[src/rtl/mac_pkg.sv]
// Shared definitions for the MAC sequencing control path.
// State encoding, default multiplier latency and issue-mode constants.
package mac_pkg;

    localparam logic [2:0] ST_IDLE   = 3'd0;
    localparam logic [2:0] ST_FETCH  = 3'd1;
    localparam logic [2:0] ST_WAIT_M = 3'd2;
    localparam logic [2:0] ST_ACC    = 3'd3;
    localparam logic [2:0] ST_STREAM = 3'd4;
    localparam logic [2:0] ST_DRAIN  = 3'd5;
    localparam logic [2:0] ST_OUT    = 3'd6;
    localparam logic [2:0] ST_HOLD   = 3'd7;

    typedef enum logic [2:0] {
        IDLE   = ST_IDLE,
        FETCH  = ST_FETCH,
        WAIT_M = ST_WAIT_M,
        ACC    = ST_ACC,
        STREAM = ST_STREAM,
        DRAIN  = ST_DRAIN,
        OUT    = ST_OUT,
        HOLD   = ST_HOLD
    } state_t;

    localparam int MUL_LAT_DEF = 2;

    localparam int SEQ  = 0;
    localparam int PIPE = 1;

endpackage

[src/rtl/mac_strobe_delay.sv]
// Shift-register delay line for the issue strobe in pipelined mode.
// Taps give the product-capture and accumulate strobes; pending flags in-flight work.
module mac_strobe_delay #(
    parameter int LAT = 2
) (
    input  logic clk,
    input  logic rst_n,
    input  logic flush,
    input  logic strobe,
    output logic tap_m,
    output logic tap_acc,
    output logic pending
);

    logic [LAT:0] sr;

    always_ff @(posedge clk or negedge rst_n) begin
        if (!rst_n) begin
            sr <= '0;
        end else if (flush) begin
            sr <= '0;
        end else begin
            sr <= {sr[LAT-1:0], strobe};
        end
    end

    assign tap_m   = sr[LAT-1];
    assign tap_acc = sr[LAT];
    // Anything still short of the accumulate tap means more load_acc to come.
    assign pending = |sr[LAT-1:0];

endmodule

[src/rtl/mac_seq_ctrl.sv]
// Control path for the MAC unit: element counter, operand address and
// register load strobes, in sequential or pipelined issue mode.
module mac_seq_ctrl
    import mac_pkg::*;
#(
    parameter int N_MAX     = 16,
    parameter int CNT_W     = $clog2(N_MAX + 1),
    parameter int MUL_LAT   = MUL_LAT_DEF,
    parameter int PIPELINED = SEQ
) (
    input  logic             clk,
    input  logic             rst_n,
    input  logic             go,
    input  logic [CNT_W-1:0] len,
    input  logic             abort,
    input  logic             out_ack,
    output logic             load_a,
    output logic             load_b,
    output logic             clr_acc,
    output logic             load_m,
    output logic             load_acc,
    output logic             load_out,
    output logic [CNT_W-1:0] addr,
    output logic             busy,
    output logic             done,
    output logic             err
);

    localparam int WC_W = (MUL_LAT > 1) ? $clog2(MUL_LAT) : 1;
    localparam logic [WC_W-1:0]  W_LAST  = WC_W'(MUL_LAT - 1);
    localparam logic [WC_W-1:0]  W_ONE   = WC_W'(1);
    localparam logic [CNT_W-1:0] C_ONE   = CNT_W'(1);
    localparam logic [CNT_W-1:0] LEN_MAX = CNT_W'(N_MAX);

    state_t st_q, st_n;
    logic [CNT_W-1:0] cnt_q, cnt_n;
    logic [CNT_W-1:0] len_q, len_n;
    logic [WC_W-1:0]  wc_q, wc_n;

    logic la_q, clr_q, lm_q, lacc_q, lout_q, busy_q, done_q, err_q;
    logic la_n, clr_n, lm_n, lacc_n, lout_n, busy_n, done_n, err_n;

    logic kill;
    logic last;
    logic dl_m, dl_acc, dl_pend;

    assign kill = abort && (st_q != IDLE);
    assign last = (cnt_q == len_q - C_ONE);

    mac_strobe_delay #(
        .LAT (MUL_LAT)
    ) u_dly (
        .clk     (clk),
        .rst_n   (rst_n),
        .flush   (kill),
        .strobe  ((PIPELINED == PIPE) && la_q),
        .tap_m   (dl_m),
        .tap_acc (dl_acc),
        .pending (dl_pend)
    );

    always_comb begin
        st_n  = st_q;
        cnt_n = cnt_q;
        len_n = len_q;
        wc_n  = wc_q;
        err_n = 1'b0;
        if (kill) begin
            st_n = IDLE;
        end else begin
            unique case (st_q)
                IDLE: begin
                    if (go) begin
                        if (len == '0 || len > LEN_MAX) begin
                            err_n = 1'b1;
                        end else begin
                            len_n = len;
                            cnt_n = '0;
                            st_n  = (PIPELINED == PIPE) ? STREAM : FETCH;
                        end
                    end
                end
                FETCH: begin
                    st_n = WAIT_M;
                    wc_n = '0;
                end
                WAIT_M: begin
                    if (wc_q == W_LAST) st_n = ACC;
                    else                wc_n = wc_q + W_ONE;
                end
                ACC: begin
                    if (last) begin
                        st_n = OUT;
                    end else begin
                        cnt_n = cnt_q + C_ONE;
                        st_n  = FETCH;
                    end
                end
                STREAM: begin
                    if (last) st_n = DRAIN;
                    else      cnt_n = cnt_q + C_ONE;
                end
                DRAIN: begin
                    if (!dl_pend) st_n = OUT;
                end
                OUT: begin
                    st_n = HOLD;
                end
                HOLD: begin
                    if (out_ack) st_n = IDLE;
                end
            endcase
        end

        // Outputs are registered, so they are decoded from the next state.
        la_n   = (st_n == FETCH) || (st_n == STREAM);
        clr_n  = la_n && (cnt_n == '0);
        lm_n   = (st_n == WAIT_M) && (wc_n == W_LAST);
        lacc_n = (st_n == ACC);
        lout_n = (st_n == OUT);
        busy_n = (st_n != IDLE);
        done_n = (st_n == HOLD);
    end

    always_ff @(posedge clk or negedge rst_n) begin
        if (!rst_n) begin
            st_q   <= IDLE;
            cnt_q  <= '0;
            len_q  <= '0;
            wc_q   <= '0;
            la_q   <= 1'b0;
            clr_q  <= 1'b0;
            lm_q   <= 1'b0;
            lacc_q <= 1'b0;
            lout_q <= 1'b0;
            busy_q <= 1'b0;
            done_q <= 1'b0;
            err_q  <= 1'b0;
        end else begin
            st_q   <= st_n;
            cnt_q  <= cnt_n;
            len_q  <= len_n;
            wc_q   <= wc_n;
            la_q   <= la_n;
            clr_q  <= clr_n;
            lm_q   <= lm_n;
            lacc_q <= lacc_n;
            lout_q <= lout_n;
            busy_q <= busy_n;
            done_q <= done_n;
            err_q  <= err_n;
        end
    end

    assign load_a   = la_q;
    assign load_b   = la_q;
    assign clr_acc  = clr_q;
    assign load_m   = (PIPELINED == PIPE) ? dl_m : lm_q;
    assign load_acc = (PIPELINED == PIPE) ? dl_acc : lacc_q;
    assign load_out = lout_q;
    assign addr     = cnt_q;
    assign busy     = busy_q;
    assign done     = done_q;
    assign err      = err_q;

endmodule

[config.mk]
export PLATFORM = sky130hd
export DESIGN_NAME = mac_seq_ctrl
export DESIGN_NICKNAME = d
export VERILOG_FILES = /design/src/rtl/mac_pkg.sv /design/src/rtl/mac_strobe_delay.sv /design/src/rtl/mac_seq_ctrl.sv
export SDC_FILE = /design/constraint.sdc
export NUM_CORES = 1
export LEC_CHECK = 0
export CAP_MARGIN = 30
export CORE_MARGIN = 1.5
export CORE_UTILIZATION = 50
export CTS_BUF_LIST = sky130_fd_sc_hd__clkbuf_8 sky130_fd_sc_hd__clkbuf_16
export CTS_CLUSTER_DIAMETER = 50
export DETAILED_ROUTE_END_ITERATION = 7
export PLACE_DENSITY = 0.78
export SYNTH_ARGS = -nofsm -noshare
export SYNTH_HDL_FRONTEND = slang
export SYNTH_SLANG_ARGS = --single-unit
export TNS_END_PERCENT = 10
[constraint.sdc]
create_clock -name clk -period 2.9 [get_ports clk]
set_input_delay 0.58 -clock clk [delete_from_list [all_inputs] [get_ports clk]]
set_output_delay 0.58 -clock clk [all_outputs]
set_load 0.02 [all_outputs]
==> results of run 1 <==
## where the power goes
part / internal (mW) / switching (mW) / leakage [nW]
combinational: 0.250 / 0.237 / 0.365
clock: 0.121 / 0.0948 / 0.0288
sequential: 0.388 / 0.106 / 0.288
## kinds of logic (layout without fill, tap and decap cells)
| kind of cell | Yosys count | in the layout |
|---|---|---|
| buffers and inverters | 11 | 36 |
| AOI/OAI and AO/OA | 24 | 24 |
| muxes | 6 | 6 |
| xor gates and xnor gates | 6 | 6 |
| adders and majority gates | 2 | 2 |
| DFF | 22 | 22 |
| and+or+nand+nor | 45 | 45 |
## worst max path at each step
| stage | cells past startpoint | from | to |
|---|---|---|---|
| floorplan | 9 | len_q[0] | clr_acc |
| global placement | 7 | len[3] | clr_acc |
| detailed placement | 7 | len[2] | clr_acc |
| CTS | 9 | len_q[0] | busy |
| global route | 9 | len_q[0] | busy |
| finish | 9 | len_q[0] | busy |
## area by class of cell
cell class	count	area, um^2	share of cell area, %
well taps	28	35.0	2.30
inverters	5	18.8	1.23
flip-flops and latches	22	551	36.1
clock buffers	4	55.1	3.61
multi-input cells	83	607	39.8
repair buffers	27	260	17.0
## synth_stat cells (2+ instances only)
cell and n:
sky130_fd_sc_hd__o211a_1 3, sky130_fd_sc_hd__nor3_1 4, sky130_fd_sc_hd__nand2b_1 3, sky130_fd_sc_hd__clkbuf_1 3
sky130_fd_sc_hd__o21ai_0 5, sky130_fd_sc_hd__nor4_1 4, sky130_fd_sc_hd__nor2_1 6, sky130_fd_sc_hd__nor4_2 2
sky130_fd_sc_hd__nand3_1 5, sky130_fd_sc_hd__dfrtp_1 22, sky130_fd_sc_hd__xor2_1 2, sky130_fd_sc_hd__o31a_1 2
sky130_fd_sc_hd__o211ai_1 2, sky130_fd_sc_hd__nand2_1 6, sky130_fd_sc_hd__a211o_1 3, sky130_fd_sc_hd__inv_1 5
sky130_fd_sc_hd__xnor2_1 4, sky130_fd_sc_hd__a31oi_1 2, sky130_fd_sc_hd__ha_1 2, sky130_fd_sc_hd__mux2_2 5
sky130_fd_sc_hd__or3_1 4, sky130_fd_sc_hd__nor2b_1 4
## metrics by stage
step,hold slack (ns),area (um^2)
6_report,0.479,1530
5_1_grt,0.485,1530
4_1_cts,0.469,1530
3_5_place_dp,0.456,1470
3_3_place_gp,0.440,1470
2_1_floorplan,0.284,1210
## per-layer routing
layer	vias to the layer above	track usage (%)
li1	477	-
met1	455	27.6
met2	18	32.9
met3	2	3.43
met4	0	5.56
met5	-	0
## sequential cells by signal, summed over array words and instances, names as in the netlist
signal	cells
addr	5
busy	1
clr_acc	1
done	1
err	1
len_q	5
load_a	1
load_acc	1
load_m	1
load_out	1
st_q	3
wc_q	1
## critical path, cell delays in order (launching register included)
cell,delay [ns]
sky130_fd_sc_hd__dfrtp_1,0.41
sky130_fd_sc_hd__inv_1,0.06
sky130_fd_sc_hd__ha_1,0.25
sky130_fd_sc_hd__nor2b_1,0.14
sky130_fd_sc_hd__or3_1,0.32
sky130_fd_sc_hd__a311oi_2,0.26
sky130_fd_sc_hd__buf_4,0.22
sky130_fd_sc_hd__or3_1,0.12
sky130_fd_sc_hd__a31oi_1,0.13
sky130_fd_sc_hd__or3_1,0.37
## layout by cell type, fill, tap and decap left out, types with 3 or more instances in the layout
master and count:
sky130_fd_sc_hd__dfrtp_1 22, sky130_fd_sc_hd__or3_1 4, sky130_fd_sc_hd__nor4_1 4, sky130_fd_sc_hd__nor2_1 6
sky130_fd_sc_hd__o211a_1 3, sky130_fd_sc_hd__nand3_1 5, sky130_fd_sc_hd__nor2b_1 4, sky130_fd_sc_hd__o21ai_0 5
sky130_fd_sc_hd__clkdlybuf4s50_1 23, sky130_fd_sc_hd__nand2b_1 3, sky130_fd_sc_hd__nor3_1 4, sky130_fd_sc_hd__buf_4 4
sky130_fd_sc_hd__xnor2_1 4, sky130_fd_sc_hd__a211o_1 3, sky130_fd_sc_hd__inv_1 5, sky130_fd_sc_hd__nand2_1 6
sky130_fd_sc_hd__clkbuf_8 4, sky130_fd_sc_hd__mux2_2 5
==> Implementation_results.wiki, run 1 <==
{| class="wikitable"
! Metric !! Value
|-
| Number of placed instances with taps included || 165
|-
| Leak || 0.682 nW
|-
| Global-route wire length before repair || 4060 um
|-
| Fraction of registers with async set or reset after synthesis || 100%
|-
| # nets final || 154
|-
| Placeable core region || 0.00225 mm^2
|-
| Area leader, netlist || sky130_fd_sc_hd__dfrtp_1
|-
| Main combinational cell family by area after synthesis || simple AND/OR/NAND/NOR gates
|-
| Number of global-route vias before repair || 937
|-
| Antenna violations before repair || 0
|-
| First-pass iteration count of the detailed router || 4
|-
| Topmost layer with routed signal wires || met4
|-
| Total die area || approximately 0.0027 mm^2
|-
| Post-layout power || 1.20 mW
|-
| Number of endpoints with negative hold slack in the final report || 0
|-
| Hold WC Path Type || reg2reg
|-
| Vias || 952
|-
| Number of post-CTS setup repair buffers || 0
|-
| Count of filler cells inserted in the layout || roughly 200
|-
| Cells after Synth || 116
|-
| Drt via density || 5.63
|-
| Final core utilization || 67.7%
|-
| Post-route setup TNS || 0 ns
|-
| Routed met1 length || between 1000 and 1500 um
|-
| # H-tree levels || 1
|-
| CP Class || reg2reg
|-
| Slew of the pin with the lowest slew margin || 0.395 ns
|-
| Worst reg-to-reg setup slack || 0.50 ns
|-
| Clock root cell || sky130_fd_sc_hd__clkbuf_8
|-
| Share of cells above drive strength 1 || 13.5%
|-
| Quantity of I/O buffers inserted on ports || 23
|-
| X dimension of the die || approximately 52 um
|-
| # resized after CTS || 0
|-
| IR drop worst, VDD || 0.536 mV
|-
| Placement Rows || 17
|-
| Number of different library cells in the post-synthesis netlist || 40
|-
| Multiplexer area fraction after synthesis || 5.48%
|-
| Outcome || completed
|-
| Syn_nets || 128
|-
| Pin count of the biggest net entering global routing || 23
|-
| GRT Total Usage || approximately a fifth
|-
| Minimum setup slack after placement || 0.289 ns
|-
| Maximum capacitance violations || 0
|-
| Clock Pin Slew Worst Setup and Hold Paths || 0.08 ns
|-
| Count of endpoints failing setup in the final report || 0
|-
| Fin. max-slew vios || 0
|-
| Total length of routed met2 wires || between 1000 and 1500 um
|-
| Area fraction in compound gates after synthesis || 15.3%
|-
| Die height || 52.2 um
|-
| Power density over the cells || roughly 780 mW/mm^2
|-
| Num ports || 24
|-
| Primary FF master, synth || sky130_fd_sc_hd__dfrtp_1
|-
| Max Buffers Root-to-Sink || 2
|-
| Register area share after synthesis || 45.5%
|-
| DP HPWL || between 1500 and 2000 um
|-
| Clock period minus worst slack || 2.40 ns
|-
| Worst-case reg-to-reg path depth || 9
|-
| Setup slack of the critical path after layout || 0.497 ns
|-
| Total gr overflow || 0
|-
| Worst hold start || wc_q
|-
| Simple-gate share of the synthesized area || 22.9%
|-
| Clock buffer count from CTS || 3
|-
| Endpoint of the worst hold path || load_m
|-
| Worst Path Required || 3.04 ns
|-
| Relative slew slack || 73.7%
|-
| Highest fanout seen on the critical path || 13
|-
| RSZ-0062 raised after global routing || false
|-
| Share of the clock period used by the worst path || 82.9%
|-
| Synth Area per Inst || around 10 um^2
|-
| Gpl congestion || ~0.86
|-
| Effective utilization at floorplan || between 50 and 60%
|-
| Final Instance Count excl. Fillers || 169
|-
| Setup crit end kind || register
|-
| Clock Skews || around 0.0015 ns
|-
| Number of buffers inserted for hold repair after clock tree synthesis || 0
|-
| Number of DRC violations after detailed routing || 0
|-
| Count of flip-flops with a built-in enable after synthesis || 0
|-
| Fraction of synthesized cell area in xor and xnor cells || under 10%
|-
| Post-synthesis cell area || 0.00121 mm^2
|-
| Area share of fa/ha/maj cells after synthesis || 2.07%
|-
| Met3 Routed Length || 71 um
|-
| Wire length per cell || ~14 um
|-
| Clock tree from TritonCTS || yes
|-
| # clock sinks || 22
|-
| Clk_lat worst skew || 0.26 ns
|-
| Critical path startpoint category || register
|-
| Routed wire length || about 2400 um
|-
| Detailed Route Iter0 Violations || 14
|-
| Yosys synthesis warning count || 0
|-
| Total inserted antenna cells || 0
|-
| Synth top area cells || sky130_fd_sc_hd__dfrtp_1 45%, sky130_fd_sc_hd__mux2_2 4.6%, sky130_fd_sc_hd__xnor2_1 2.9%
|-
| Proportion of netlist area held by the largest area contributor || 45.5%
|-
| Worst R2R End || busy
|-
| Area growth from synthesis to layout || 26.0%
|-
| Max Clock Freq || 0.416 GHz
|-
| Number of register bits inferred by synthesis || 22
|-
| R2R Path Start || len_q[0]
|-
| Hold path depth || 1
|-
| ANT nets after route || 0
|-
| Arrival time of the worst setup path || 2.54 ns
|}
Power figures use the tool's default switching activity.
==> inputs of run 2 (changes only) <==
--- a/config.mk
+++ b/config.mk
@@ -6,12 +6,13 @@
 export NUM_CORES = 1
 export LEC_CHECK = 0
 export CAP_MARGIN = 30
+export CORE_ASPECT_RATIO = 2
 export CORE_MARGIN = 1.5
-export CORE_UTILIZATION = 50
+export CORE_UTILIZATION = 45
 export CTS_BUF_LIST = sky130_fd_sc_hd__clkbuf_8 sky130_fd_sc_hd__clkbuf_16
 export CTS_CLUSTER_DIAMETER = 50
 export DETAILED_ROUTE_END_ITERATION = 7
-export PLACE_DENSITY = 0.78
+export PLACE_DENSITY = 0.74
 export SYNTH_ARGS = -nofsm -noshare
 export SYNTH_HDL_FRONTEND = slang
 export SYNTH_SLANG_ARGS = --single-unit
==> constraint.sdc (replaced) <==
create_clock -name clk -period 2.1 [get_ports clk]
set_input_delay 0.42 -clock clk [delete_from_list [all_inputs] [get_ports clk]]
set_output_delay 0.42 -clock clk [all_outputs]
set_load 0.02 [all_outputs]
==> Implementation_results.wiki, run 2 (synthesized netlist as in run 1, its figures left out) <==
{| class="wikitable"
! Metric !! Value
|-
| Worst Path Required || 2.25 ns (was 3.04 ns)
|-
| Num ports || 24 (unchanged)
|-
| Effective utilization at floorplan || 47.1% (was 53.7%)
|-
| Placement Rows || 26 (was 17)
|-
| Detailed Route Iter0 Violations || 14 (unchanged)
|-
| Gpl congestion || 0.786 (was 0.856)
|-
| Number of buffers inserted for hold repair after clock tree synthesis || 0 (unchanged)
|-
| Clock root cell || sky130_fd_sc_hd__clkbuf_8 (unchanged)
|-
| Clock period minus worst slack || 2.22 ns (was 2.40 ns)
|-
| RSZ-0062 raised after global routing || true (was false)
|-
| Critical path startpoint category || register (unchanged)
|-
| Leak || 0.784 nW (was 0.682 nW)
|-
| Total die area || 0.00303 mm^2 (was 0.00273 mm^2)
|-
| Arrival time of the worst setup path || 2.37 ns (was 2.54 ns)
|-
| Share of the clock period used by the worst path || 105% (was 82.9%)
|-
| Antenna violations before repair || 0 (unchanged)
|-
| Die height || 76.4 um (was 52.2 um)
|-
| Relative slew slack || 74.5% (was 73.7%)
|-
| Number of DRC violations after detailed routing || 0 (unchanged)
|-
| Maximum capacitance violations || 0 (unchanged)
|-
| Worst reg-to-reg setup slack || -0.12 ns (was 0.50 ns)
|-
| Failing checks || setup timing
|-
| Fin. max-slew vios || 0 (unchanged)
|-
| Setup crit end kind || register (unchanged)
|-
| Clock buffer count from CTS || 3 (unchanged)
|-
| Quantity of I/O buffers inserted on ports || 23 (unchanged)
|-
| Placeable core region || 0.00257 mm^2 (was 0.00225 mm^2)
|-
| Clock Pin Slew Worst Setup and Hold Paths || 0.08 ns (about the same)
|-
| Vias || 1,060 (was 952)
|-
| Routed wire length || 2940 um (was 2390 um)
|-
| Final Instance Count excl. Fillers || 187 (was 169)
|-
| Drt via density || 5.67 (was 5.63)
|-
| Hold WC Path Type || reg2reg (unchanged)
|-
| X dimension of the die || 39.7 um (was 52.2 um)
|-
| Max Buffers Root-to-Sink || 2 (unchanged)
|-
| Wire length per cell || 15.7 um (was 14.1 um)
|-
| Total length of routed met2 wires || 1810 um (was 1110 um)
|-
| Routed met1 length || 991 um (was 1200 um)
|-
| Placed Area || 0.00161 mm^2 (was 0.00147 mm^2)
|-
| First-pass iteration count of the detailed router || 4 (unchanged)
|-
| DP HPWL || 2290 um (was 1760 um)
|-
| Clock Skews || 0.00409 ns (was 0.00150 ns)
|-
| Top library cells by usage in the layout, fill and taps aside || 23 x sky130_fd_sc_hd__clkdlybuf4s50_1, 22 x sky130_fd_sc_hd__dfrtp_1, 21 x sky130_fd_sc_hd__buf_4, 6 x sky130_fd_sc_hd__nand2_1, 6 x sky130_fd_sc_hd__nor2_1 (was 23 x sky130_fd_sc_hd__clkdlybuf4s50_1, 22 x sky130_fd_sc_hd__dfrtp_1, 6 x sky130_fd_sc_hd__nand2_1, 6 x sky130_fd_sc_hd__nor2_1)
|-
| Post-route cell area || 0.00171 mm^2 (was 0.00153 mm^2)
|-
| Number of endpoints with negative hold slack in the final report || 0 (unchanged)
|-
| ANT nets after route || 0 (unchanged)
|-
| Clk_lat worst skew || 0.27 ns (was 0.26 ns)
|-
| CP Class || reg2reg (unchanged)
|-
| Highest fanout seen on the critical path || 9 (was 13)
|-
| Met3 Routed Length || 50 um (was 71 um)
|-
| Topmost layer with routed signal wires || met4 (unchanged)
|-
| Max Clock Freq || 0.451 GHz (was 0.416 GHz)
|-
| Total gr overflow || 0 (unchanged)
|-
| Pin count of the biggest net entering global routing || 23 (unchanged)
|-
| Total inserted antenna cells || 0 (unchanged)
|-
| # nets final || 172 (was 154)
|-
| Area growth from synthesis to layout || 41.4% (was 26.0%)
|-
| IR drop worst, VDD || 0.629 mV (was 0.536 mV)
|-
| Share of cells above drive strength 1 || 29.6% (was 13.5%)
|-
| Most common cell after layout, fill and taps aside || sky130_fd_sc_hd__clkdlybuf4s50_1 (unchanged)
|-
| Count of endpoints failing setup in the final report || 3 (was 0)
|-
| Power density over the cells || 1090 mW/mm^2 (was 784 mW/mm^2)
|-
| Clock tree from TritonCTS || yes (unchanged)
|-
| Post-route setup TNS || -0.275 ns (was 0 ns)
|-
| Global-route wire length before repair || 4800 um (was 4060 um)
|-
| Final core utilization || 66.7% (was 67.7%)
|-
| # H-tree levels || 1 (unchanged)
|-
| GRT Total Usage || 22.6% (was 20.1%)
|-
| Setup slack of the critical path after layout || -0.115 ns (was 0.497 ns)
|-
| Number of global-route vias before repair || 1,121 (was 937)
|-
| Minimum setup slack after placement || -0.266 ns (was 0.289 ns)
|-
| Number of placed instances with taps included || 183 (was 165)
|-
| # clock sinks || 22 (unchanged)
|-
| Count of filler cells inserted in the layout || 215 (was 197)
|-
| Outcome || complete, but fails checks (was completed)
|-
| Slew of the pin with the lowest slew margin || 0.378 ns (was 0.395 ns)
|}
## run 2: layout make-up
| class | count | area [um^2] | area share, % |
|---|---|---|---|
| clock buffer | 4 | 55.1 | 3.21 |
| tap | 28 | 35.0 | 2.05 |
| sequential | 22 | 551 | 32.1 |
| timing repair buffer | 45 | 399 | 23.3 |
| inverter | 5 | 18.8 | 1.10 |
| multi-input combinational | 83 | 654 | 38.2 |
## run 2: stage by stage
stage                     power, mW  hold slack, ns
after floorplan                1.16           0.124
after global placement         1.45           0.442
after detailed placement       1.49           0.454
after CTS                      1.83           0.466
after global routing           1.98           0.476
final                          1.86           0.467
## run 2: what timing repair did
| item | in CTS | in global routing |
|---|---|---|
| buffers inserted | 0 | 0 |
| gates resized for setup | 4 | 7 |
| cloned | 0 | 0 |
| setup endpoints to repair | 6 | 6 |
## run 2: path summary, 6_finish.rpt
path / startpoint / to / depth (start not counted)
setup / recovery: len_q[0] / busy / 9
min in group asynchronous: rst_n / busy / 2
hold reg to reg: wc_q / load_m / 1
setup reg to reg: len_q[0] / busy / 9
hold / removal: wc_q / load_m / 1
max in group asynchronous: rst_n / addr[0] / 2
## run 2: power by group
part / internal (mW) / total (mW) / switching (mW)
sequential: 0.536 / 0.638 / 0.102
clock: 0.168 / 0.307 / 0.139
combinational: 0.479 / 0.916 / 0.436
total: 1.18 / 1.86 / 0.677
## run 2: critical path, cell delays in order (launching register included)
cell and delay (ns):
sky130_fd_sc_hd__dfrtp_1 0.37, sky130_fd_sc_hd__inv_2 0.05, sky130_fd_sc_hd__ha_4 0.17, sky130_fd_sc_hd__and4bb_2 0.22, sky130_fd_sc_hd__o211ai_1 0.20, sky130_fd_sc_hd__a311oi_2 0.07, sky130_fd_sc_hd__buf_4 0.19, sky130_fd_sc_hd__nor2b_2 0.17
sky130_fd_sc_hd__o31a_1 0.28, sky130_fd_sc_hd__or3_1 0.37
## run 2: layer usage
layer / vias up / track usage [%]
met2: 19 / 41.8
met3: 7 / 2.33
met1: 521 / 20.2
met4: 0 / 13.8
li1: 513 / -
met5: - / 0
==> inputs of run 3 (changes only) <==
--- a/config.mk
+++ b/config.mk
@@ -12,6 +12,7 @@
 export CTS_BUF_LIST = sky130_fd_sc_hd__clkbuf_8 sky130_fd_sc_hd__clkbuf_16
 export CTS_CLUSTER_DIAMETER = 50
 export DETAILED_ROUTE_END_ITERATION = 7
+export GPL_ROUTABILITY_DRIVEN = 0
 export PLACE_DENSITY = 0.74
 export SYNTH_ARGS = -nofsm -noshare
 export SYNTH_HDL_FRONTEND = slang
==> results of run 3 <==
The final DEF is identical to that of run 2; final timing and power are the same.
